**config.mk**
```make
export PLATFORM = sky130hd
export DESIGN_NAME = detect_scheduler
export DESIGN_NICKNAME = d
export VERILOG_FILES = /design/src/rtl/detect_pkg.sv /design/src/rtl/result_encoder.sv /design/src/rtl/detect_scheduler.sv
export SDC_FILE = /design/constraint.sdc
export NUM_CORES = 1
export LEC_CHECK = 0
export CORE_MARGIN = 2
export CORE_UTILIZATION = 57
export DETAILED_ROUTE_END_ITERATION = 12
export PLACE_DENSITY = 0.81
export SLEW_MARGIN = 20
export SYNTH_ARGS = -nofsm -noshare
export SYNTH_HDL_FRONTEND = slang
export SYNTH_SLANG_ARGS = --single-unit
```
**constraint.sdc**
```tcl
create_clock -name clk_50MHz -period 3.55 [get_ports clk_50MHz]
set_clock_uncertainty 0.15 [all_clocks]
set_input_delay 0.5325 -clock clk_50MHz [delete_from_list [all_inputs] [get_ports clk_50MHz]]
set_output_delay 0.5325 -clock clk_50MHz [all_outputs]
set_load 0.05 [all_outputs]
```
**src/rtl/detect_pkg.sv**
```systemverilog
// Shared types and state codes for the switch-state detection path.
package detect_pkg;

    localparam logic [1:0] ST_ON   = 2'b00;
    localparam logic [1:0] ST_OFF  = 2'b01;
    localparam logic [1:0] ST_ERR  = 2'b10;
    localparam logic [1:0] ST_OPEN = 2'b11;

    typedef enum logic [1:0] {
        IDLE,
        START,
        WAIT_RES,
        WAIT_TICK
    } sched_state_t;

endpackage

```
**src/rtl/result_encoder.sv**
```systemverilog
// Priority encoder for the four measurement result flags (on > off > err > open).
module result_encoder
    import detect_pkg::*;
(
    input  logic       flag_on,
    input  logic       flag_off,
    input  logic       flag_err,
    input  logic       flag_open,
    output logic       valid,
    output logic [1:0] code
);

    always_comb begin
        valid = flag_on | flag_off | flag_err | flag_open;
        code  = ST_OPEN;
        if (flag_on)
            code = ST_ON;
        else if (flag_off)
            code = ST_OFF;
        else if (flag_err)
            code = ST_ERR;
    end

endmodule

```
**src/rtl/detect_scheduler.sv**
```systemverilog
// Periodic measurement scheduler with result timeout and N-in-a-row confirmation filter.
//   state     | meaning
//   IDLE      | disabled, waiting for enable
//   START     | meas_start strobe, timeout counter loaded
//   WAIT_RES  | waiting for a result flag or timeout
//   WAIT_TICK | result handled, waiting for next period tick
module detect_scheduler
    import detect_pkg::*;
#(
    parameter int PERIOD_CYC  = 50000,
    parameter int TIMEOUT_CYC = 5000,
    parameter int CONFIRM_N   = 3
) (
    input  logic       clk_50MHz,
    input  logic       rst_n,
    input  logic       enable,
    output logic       meas_start,
    input  logic       result_on,
    input  logic       result_off,
    input  logic       result_err,
    input  logic       result_open,
    output logic [1:0] state,
    output logic       state_valid,
    output logic       state_change,
    output logic       timeout,
    output logic [7:0] miss_cnt
);

    localparam int PW = $clog2(PERIOD_CYC + 1);
    localparam int TW = $clog2(TIMEOUT_CYC + 1);
    localparam logic [PW-1:0] PERIOD_LOAD  = PW'(PERIOD_CYC - 1);
    localparam logic [TW-1:0] TIMEOUT_LOAD = TW'(TIMEOUT_CYC - 1);
    localparam logic [3:0]    MATCH_FULL   = 4'(CONFIRM_N);

    sched_state_t  fsm, fsm_nxt;
    logic [PW-1:0] period_cnt;
    logic [TW-1:0] tmo_cnt;
    logic [1:0]    cand;
    logic [3:0]    match_cnt;
    logic          res_valid;
    logic [1:0]    res_code;
    logic          tick, tmo_hit, publish;

    result_encoder u_enc (
        .flag_on   (result_on),
        .flag_off  (result_off),
        .flag_err  (result_err),
        .flag_open (result_open),
        .valid     (res_valid),
        .code      (res_code)
    );

    assign tick    = (period_cnt == '0);
    assign tmo_hit = (tmo_cnt == '0);
    assign publish = (match_cnt == MATCH_FULL) && (!state_valid || cand != state);

    always_ff @(posedge clk_50MHz or negedge rst_n) begin
        if (!rst_n)
            fsm <= IDLE;
        else
            fsm <= fsm_nxt;
    end

    always_comb begin
        fsm_nxt = fsm;
        if (!enable) begin
            fsm_nxt = IDLE;
        end else begin
            case (fsm)
                IDLE:      fsm_nxt = START;
                START:     fsm_nxt = WAIT_RES;
                WAIT_RES:  if (res_valid || tmo_hit) fsm_nxt = WAIT_TICK;
                WAIT_TICK: if (tick) fsm_nxt = START;
                default:   fsm_nxt = IDLE;
            endcase
        end
    end

    always_ff @(posedge clk_50MHz or negedge rst_n) begin
        if (!rst_n) begin
            meas_start   <= 1'b0;
            period_cnt   <= '0;
            tmo_cnt      <= '0;
            cand         <= ST_ON;
            match_cnt    <= '0;
            state        <= ST_ON;
            state_valid  <= 1'b0;
            state_change <= 1'b0;
            timeout      <= 1'b0;
            miss_cnt     <= '0;
        end else begin
            meas_start   <= (fsm_nxt == START);
            state_change <= 1'b0;
            timeout      <= 1'b0;

            // Loaded in IDLE so the first period starts at the IDLE->START edge
            if (fsm == IDLE)
                period_cnt <= PERIOD_LOAD;
            else if (enable)
                period_cnt <= tick ? PERIOD_LOAD : period_cnt - 1'b1;

            if (fsm == START)
                tmo_cnt <= TIMEOUT_LOAD;
            else if (fsm == WAIT_RES && !tmo_hit)
                tmo_cnt <= tmo_cnt - 1'b1;

            // A flag on the last wait cycle takes precedence over the timeout
            if (!enable) begin
                match_cnt <= '0;
            end else if (fsm == WAIT_RES) begin
                if (res_valid) begin
                    if (match_cnt != '0 && res_code == cand) begin
                        if (match_cnt != MATCH_FULL)
                            match_cnt <= match_cnt + 1'b1;
                    end else begin
                        cand      <= res_code;
                        match_cnt <= 4'd1;
                    end
                end else if (tmo_hit) begin
                    timeout   <= 1'b1;
                    match_cnt <= '0;
                    if (miss_cnt != 8'hFF)
                        miss_cnt <= miss_cnt + 1'b1;
                end
            end

            if (publish) begin
                state        <= cand;
                state_valid  <= 1'b1;
                state_change <= 1'b1;
            end
        end
    end

    a_no_tick_in_wait: assert property (@(posedge clk_50MHz) disable iff (!rst_n)
        (fsm == WAIT_RES) |-> !tick);

endmodule
```
* Word level (Yosys, flattened, before mapping) *
Cells that the tools add are included.

cells by class
  add/sub/neg operators = 4
  equality and inequality tests = 12
  mux-type cells = 23
  bitwise gates (word level) = 5
  reductions and logical operators = 16

operators with widths
  cell                   number
  $mux 16                3
  $mux 13                2
  $mux 4                 6
  $logic_not 16->1       1
  $sub 16x1->16 const B  1
  $logic_not 13->1       1
  $sub 13x1->13 const B  1
  $mux 2                 5
  $add 8x1->8 const B    1
  $ne 8x8->1 const B     1
  $pmux 2 s4             1
  $mux 1                 6
  $reduce_and 5->1       1
  $add 4x1->4 const B    1
  $eq 2x1->1 const B     2
  $eq 2x2->1 const B     2
  $eq 4x2->1 const B     1
  $ne 4x2->1 const B     1
  $ne 4x3->1 const B     1
  $reduce_and 4->1       1
  $reduce_bool 2->1      2
  $reduce_bool 4->1      1
  $logic_and 1x1->1      3
  $ne 3x1->1 const B     1
  other kinds (9)        14

storage, ports and cells
  register bits after elaboration = 51
  input port bits = 7
  output and inout bits = 14
  word-level logic and storage cells = 71

* Longest topological paths before layout *
Gate-level depths: netlist (run 1).

  depth in word-level cells = 9
  mapped depth = 8
  gate-level depth less buffers = 7

* Modules after synthesis *
Synthesis (run 1) repeated with hierarchy kept, for this count alone.

second synthesis, totals
  cells, all modules = 283
  area total of the unflattened synthesis = 2,791.4 um2

by module, submodules not included
  module            instances  cells an instance  area an instance (um2)  seq. area each (um2)
  detect_scheduler  1          278                2,765.2                 1,276.2
  result_encoder    1          5                  26.3                    0.0

* Worst setup path after synthesis (run 1) *
No wires, ideal clock.

  kind = register to register
  from = reg miss_cnt[0]
  to = reg miss_cnt[1]
  library setup time = 125 ps
  arrival time = 1,937 ps
  data required time = 3,275 ps
  setup slack = 1,339 ps
  stages on the path, launching flop included = 5
  path buffers = 0
  clock period less this slack = 2,211 ps
  path through = dfrtp_1 -> ha_1 -> and3_1 -> a311oi_2 -> mux2_2

on the way
  word-level cells in the longest chain between the ends = 2
  elaborated cells on any way between the ends = 3
  classes of those cells = add/sub (1); eq/ne (1); reduce/logical (1)

RTL lines
  item                                                                 RTL line                 text
  from (decl)                                                          detect_scheduler.sv:26   output logic [7:0] miss_cnt
  from (signal assigned)                                               detect_scheduler.sv:123  miss_cnt <= miss_cnt + 1'b1;
  parallel branches: the longest is 2 deep, another holds $add 8x1->8  --

Parallel ways; which one is timed is not known.
A chain may end at the register's enable or synchronous reset.

* Worst setup path after layout (run 1) *
  from = in result_off
  to = reg miss_cnt[1]

on the way
  word-level cells in the longest chain between the ends = 5

RTL lines
  item                        RTL line                text
  from (decl)                 detect_scheduler.sv:19  input logic result_off,
  $or 1x1->1 (3 in series)    result_encoder.sv:14    valid = flag_on | flag_off | flag_err | flag_open;
  $not 1->1 (no line)         --
  $reduce_and 5->1 (no line)  --

No other way between the ends.

==> impl_metrics.yaml, run 1 <==
yosys:
  netlist_instances: 258
  synthesis.nets: 270
  yosysWarnings: 0
  ys_seq_area_frac: 0.486
  ys_dominant_reg_cell: "dfrtp_1"
  synth_area_sq_um: 2630
  synth-edff-count: 0
  ys_ff_latch: 51
  async_reset_ff_frac: 1.00
  synth_cell_types: 54
  syn_avg_cell_area_sq_um: 10.2
global_routing:
  first_global_vias: 1880
  grt_pass1_wl_um: 8480
  grt_use_total: 0.209
  antenna_found_initial: 0
  gr-total-overflow: 0
  grt_max_degree: 31
setup_path:
  startpoint_type: "input port"
  crit_arrival_ps: 2620
  critPathMaxStageDelay_ps: 560
  crit_chain: "clkdlybuf4s50_1 -> nor4_1 -> nand3_1 -> a311oi_2 -> mux2_2"
  worstSetupPathType: "in -> reg"
  crit_family: "simple AND/OR/NAND/NOR gates"
  cp_num_buf_inv: 1
  endpoint_kind: "register"
  cp_max_fo: 7
  required_ps: 3600
  slowest_stage: "a311oi_2"
final_layout:
  final_common_cell: "dfrtp_1"
  drive_above_1_share: 0.0857
  layoutNonFillerInstCount: 332
  final_nets: 291
  area_growth_pct: 14.2
  fillers: 342
  diodes: 0
  final_cell_mix: "dfrtp_1 (51), nor2_1 (26), nand2_1 (20), clkdlybuf4s50_1 (19), xnor2_1 (17)"
floorplanning:
  start_util: 0.599
  fp.dieW_um: 71.9
  die_height_um: 71.9
  core_sq_um: 4380
  rows: 24
  dieArea_sq_um: 5160
  io-pin-count: 21
routing:
  drt-pass1-iter-count: 4
  viasPerCell: 5.89
  drtAntennaViolNets: 0
  drc_errors: 0
  num_vias: 1957
  routed_wl_um: 4800
  drt_iter0_markers: 94
  drt-wirelength-per-cell_um: 14.4
clock_network:
  cts_hold_buf: 0
  cts_buffers: 5
  path_clk_slew_ps: 90
  cts.sinks: 51
  post_cts_buffers: 0
  insertion_delay_ps: 310
  clk_path_buf_depth: 2
  cts_tree: "built"
  cts_resized: 0
  cts_max_level: 2
  root_buffer: "clkbuf_8"
pwr:
  p_per_area_nw_per_um2: 422
  power_leakage_nw: 1.18
  power.total_mw: 1.27
  peakVddDrop_mv: 0.219
place:
  dp_hpwl_um: 3450
  place.port_buffers: 20
  dp_cells: 324
  gp_congestion: 0.838
sta:
  setup_viol: 0
  fin_setup_tns_ps: 0
  worst_pin_slew_ps: 653
  slew_violations: 0
  rsz0062_at_grt: "no"
  period_share: 0.725
  hold_ws_ps: 93.4
  finalHoldViolations: 0
  max_freq_mhz: 388
  fin_crit_ps: 2570
  max_slew_margin: 0.564
flow_run:
  max_cap_viol_count: 0
worst_hold_path:
  hp-class: "in -> async"
status:
  status: "finished, final reports clean"
==> area by class of cell <==
type	instances	area, sq um	share of cell area
Clock buffer	6	72.6	0.0242
Sequential cell	51	1280	0.426
Timing Repair Buffer	21	203	0.0676
Tap cell	52	65.1	0.0217
Multi-Input combinational cell	192	1290	0.430
Inverter	8	30.0	0.0100
Clock inverter	2	60.1	0.0200
==> cell usage after synthesis (2+ instances only) <==
cell      instances  area [sq um]
mux2i_1           4          40.0
nor2b_1           6          37.5
or4_1             6          45.0
o21ai_0           8          40.0
nand2b_1          6          37.5
nand4_1           5          31.3
nor4_1            6          37.5
o311ai_0          2          17.5
o22ai_1           2          12.5
dfrtp_1          51          1280
nand3_1           5          25.0
a21oi_1           8          40.0
o31ai_1           2          15.0
clkbuf_1          4          15.0
buf_2             2          10.0
inv_1             8          30.0
mux2_2            3          33.8
xnor2_1          17           149
xor2_1            7          61.3
nor2_1           26          97.6
ha_1              5          62.6
a31oi_1           3          18.8
and2_1            2          12.5
or3_1             2          12.5
and3_1            4          25.0
a211oi_1          2          15.0
a32o_1            2          20.0
nor3_1           11          55.1
or2_2             3          18.8
nand2_1          20          75.1
o41ai_1           3          26.3
==> state kept, by name, indices dropped and copies added (netlist names) <==
name and count:
timeout 1, cand 2, tmo_cnt 13, state_change 1, period_cnt 16, miss_cnt 8, state 2, fsm 2
state_valid 1, match_cnt 4, meas_start 1
==> routing by layer <==
layer | GRT usage | routed length (um)
met1 | 0.295 | 2350
met2 | 0.315 | 2190
met3 | 0.0436 | 194
met4 | 0.0860 | 69
met5 | 0 | 0
==> stage by stage <==
step | setup WS (ps) | util | cell area, sq um
2_1_floorplan | 1340 | - | 2630
3_3_place_gp | 671 | 0.653 | 2860
3_5_place_dp | 653 | 0.653 | 2860
4_1_cts | 976 | 0.684 | 3000
5_1_grt | 783 | 0.684 | 3000
6_report | 975 | 0.684 | 3000
==> final timing paths <==
kind	to	cells after the start	start	slack [ps]
max	miss_cnt[1]	5	result_off	980
min	period_cnt[1]	1	rst_n	90
max reg2reg	miss_cnt[1]	4	tmo_cnt[6]	1100
min reg2reg	state_change	1	state_valid	340
max in group asynchronous	tmo_cnt[10]	2	rst_n	2410
min in group clk_50MHz	state_change	1	state_valid	340
==> kinds of logic after synthesis <==
group / count (synthesis) / synth area share
muxes: 7 / 0.0281
adders and majority gates: 5 / 0.0238
xor gates and xnor gates: 24 / 0.0801
and+or+nand+nor: 112 / 0.235
DFF: 51 / 0.486
AOI/OAI and AO/OA: 44 / 0.124
buffers and inverters: 15 / 0.0224
==> report_power, final <==
group / internal, mW / total (mW) / switching, mW
combinational: 0.0589 / 0.146 / 0.0868
sequential: 0.608 / 0.648 / 0.0398
clock: 0.282 / 0.472 / 0.190
total: 0.949 / 1.27 / 0.317
Note: power is estimated with default switching activity, not from simulation.
==> run 2, diff against run 1 <==
--- a/config.mk
+++ b/config.mk
@@ -6,9 +6,9 @@
 export NUM_CORES = 1
 export LEC_CHECK = 0
 export CORE_MARGIN = 2
-export CORE_UTILIZATION = 57
+export CORE_UTILIZATION = 52
 export DETAILED_ROUTE_END_ITERATION = 12
-export PLACE_DENSITY = 0.81
+export PLACE_DENSITY = 0.78
 export SLEW_MARGIN = 20
 export SYNTH_ARGS = -nofsm -noshare
 export SYNTH_HDL_FRONTEND = slang
==> constraint.sdc (replaced) <==
create_clock -name clk_50MHz -period 2.13 [get_ports clk_50MHz]
set_clock_uncertainty 0.15 [all_clocks]
set_input_delay 0.3195 -clock clk_50MHz [delete_from_list [all_inputs] [get_ports clk_50MHz]]
set_output_delay 0.3195 -clock clk_50MHz [all_outputs]
set_load 0.05 [all_outputs]
==> run 2 against run 1 <==
- global-route usage up 0.55 points
- critical endpoint is now period_cnt[15]
- worst setup slack worse by 940 ps
- largest power group unchanged
- first-iteration DRC count up 22%
==> impl_metrics.yaml, run 2 (synthesized netlist as in run 1, its figures left out) <==
status:
  status: "finished, final reports clean"
final_layout:
  largest_reg_flops: 16
  regMostFlops: "period_cnt"
  multiInputGateArea_sq_um: 1420
  diodes: 0
  area_growth_pct: 27.9
  final_common_cell: "dfrtp_1"
  final_nets: 322
  seq_area_sq_um: 1280
  final_cell_mix: "dfrtp_1 (50), buf_4 (30), nor2_1 (26), nand2_1 (20), clkdlybuf4s50_1 (19)"
  top_regs: "period_cnt x16, tmo_cnt x13, miss_cnt x8"
  drive_above_1_share: 0.225
  fillers: 361
  fin_util: 0.702
sta:
  fin_setup_tns_ps: 0
  worst_pin_slew_ps: 571
  fin_crit_ps: 2100
  period_share: 0.984
  rsz0062_at_grt: "yes"
  slew_violations: 0
  hold_ws_ps: 183
  setup_viol: 0
  max_slew_margin: 0.619
  max_freq_mhz: 477
  finalHoldViolations: 0
routing:
  drt_iter0_markers: 115
  num_vias: 2168
  routed_wl_um: 5650
  viasPerCell: 5.74
  drt-wirelength-per-cell_um: 14.9
  drt-pass1-iter-count: 4
  drc_errors: 0
  drtAntennaViolNets: 0
pwr:
  p_int_mw: 1.45
  p_sw_mw: 0.569
  seq_power_share: 0.533
  clkPwrFrac: 0.310
  p_per_area_nw_per_um2: 601
  p_comb_frac: 0.157
  power_leakage_nw: 1.34
  peakVddDrop_mv: 0.469
  switching_share: 0.282
  power.total_mw: 2.02
floorplanning:
  rows: 25
  io-pin-count: 21
  die_height_um: 75.1
  core_sq_um: 4790
  start_util: 0.548
  fp.dieW_um: 75.1
  dieArea_sq_um: 5630
clock_network:
  cts_buffers: 5
  insertion_delay_ps: 310
  clk_path_buf_depth: 2
  cts_max_level: 2
  cts.sinks: 51
  cts_tree: "built"
  path_clk_slew_ps: 90
  root_buffer: "clkbuf_8"
setup_path:
  cp_max_fo: 3
  startpoint_type: "register"
  endpoint_kind: "register"
  worstSetupPathType: "reg -> reg"
  required_ps: 2160
  regToRegStartpoint: "period_cnt[5]"
  crit_chain: "or4_4 -> or4b_4 -> nor2_4 -> xnor2_2 -> nand2_1"
  crit_arrival_ps: 2120
  critPathMaxStageDelay_ps: 570
  slowest_stage: "or4b_4"
  startpoint: "period_cnt[5]"
global_routing:
  grt_max_degree: 28
  grt_pass1_wl_um: 9090
  gr-total-overflow: 0
  grt_use_total: 0.214
  antenna_found_initial: 0
  first_global_vias: 2013
worst_hold_path:
  hp-class: "in -> async"
place:
  gp_congestion: 0.799
  place.port_buffers: 20
  dp_hpwl_um: 3820
flow_run:
  max_cap_viol_count: 0
run 2: cell types whose count changed in the layout (fill, tap and decap cells not counted), sizes merged:
cell	delta
buf	+30
bufinv	-2
clkbuf	+2
dlygate4sd3	+1
run 2: metal layers:
metal  GRT usage  wire length [um]  up-vias  share of wire
met5           0                 0        -              0
met4      0.0853               102        0          0.018
met3      0.0549               170        9          0.030
met2       0.346              2860       38           0.51
met1       0.276              2520     1085           0.45
li1            -                 -     1036              -
run 2: layout make-up:
cell class,instances,share of cell area
Clock buffer,8,0.0298
Inverter,8,0.00894
Sequential cell,51,0.380
Multi-Input combinational cell,192,0.422
Timing Repair Buffer,52,0.134
Tap cell,67,0.0250
run 2: repair_timing:
action	CTS	global route
gates cloned	0	0
gates resized for setup	5	16
pin swaps	3	6
hold buffers	1	0
endpoints found under the setup margin	8	25
buffers inserted	0	0
hold endpoints to repair	51	0
run 2: through the flow:
step	instance area [sq um]	worst slack [ps]	cells
after global routing	3360	-53.2	378
final	3360	34.6	378
after global placement	3130	-359	369
after detailed placement	3130	-348	369
after floorplan	2640	-6.36	258
after CTS	3270	6.07	378
run 2: final timing paths:
path / end / slack [ps] / depth (start not counted)
max: period_cnt[15] / 30 / 5
min: period_cnt[5] / 180 / 2
max reg2reg: period_cnt[15] / 30 / 5
min reg2reg: state_change / 340 / 1
max in group asynchronous: tmo_cnt[0] / 1160 / 3
min in group clk_50MHz: state_change / 340 / 1
run 2: power by group through the flow:
stage	Combinational (mW)	Sequential, mW	Clock [mW]
5_1_grt	0.354	1.09	0.663
4_1_cts	0.294	1.07	0.633
3_5_place_dp	0.284	1.09	0
3_3_place_gp	0.275	1.09	0
6_report	0.318	1.08	0.626
2_1_floorplan	0.168	1.08	0
run 2: critical path: cells and delay by family, from the launching register on:
kind,cells,cell delay (ps)
and+or+nand+nor,4,1310
xor gates and xnor gates,1,110
DFF,1,390
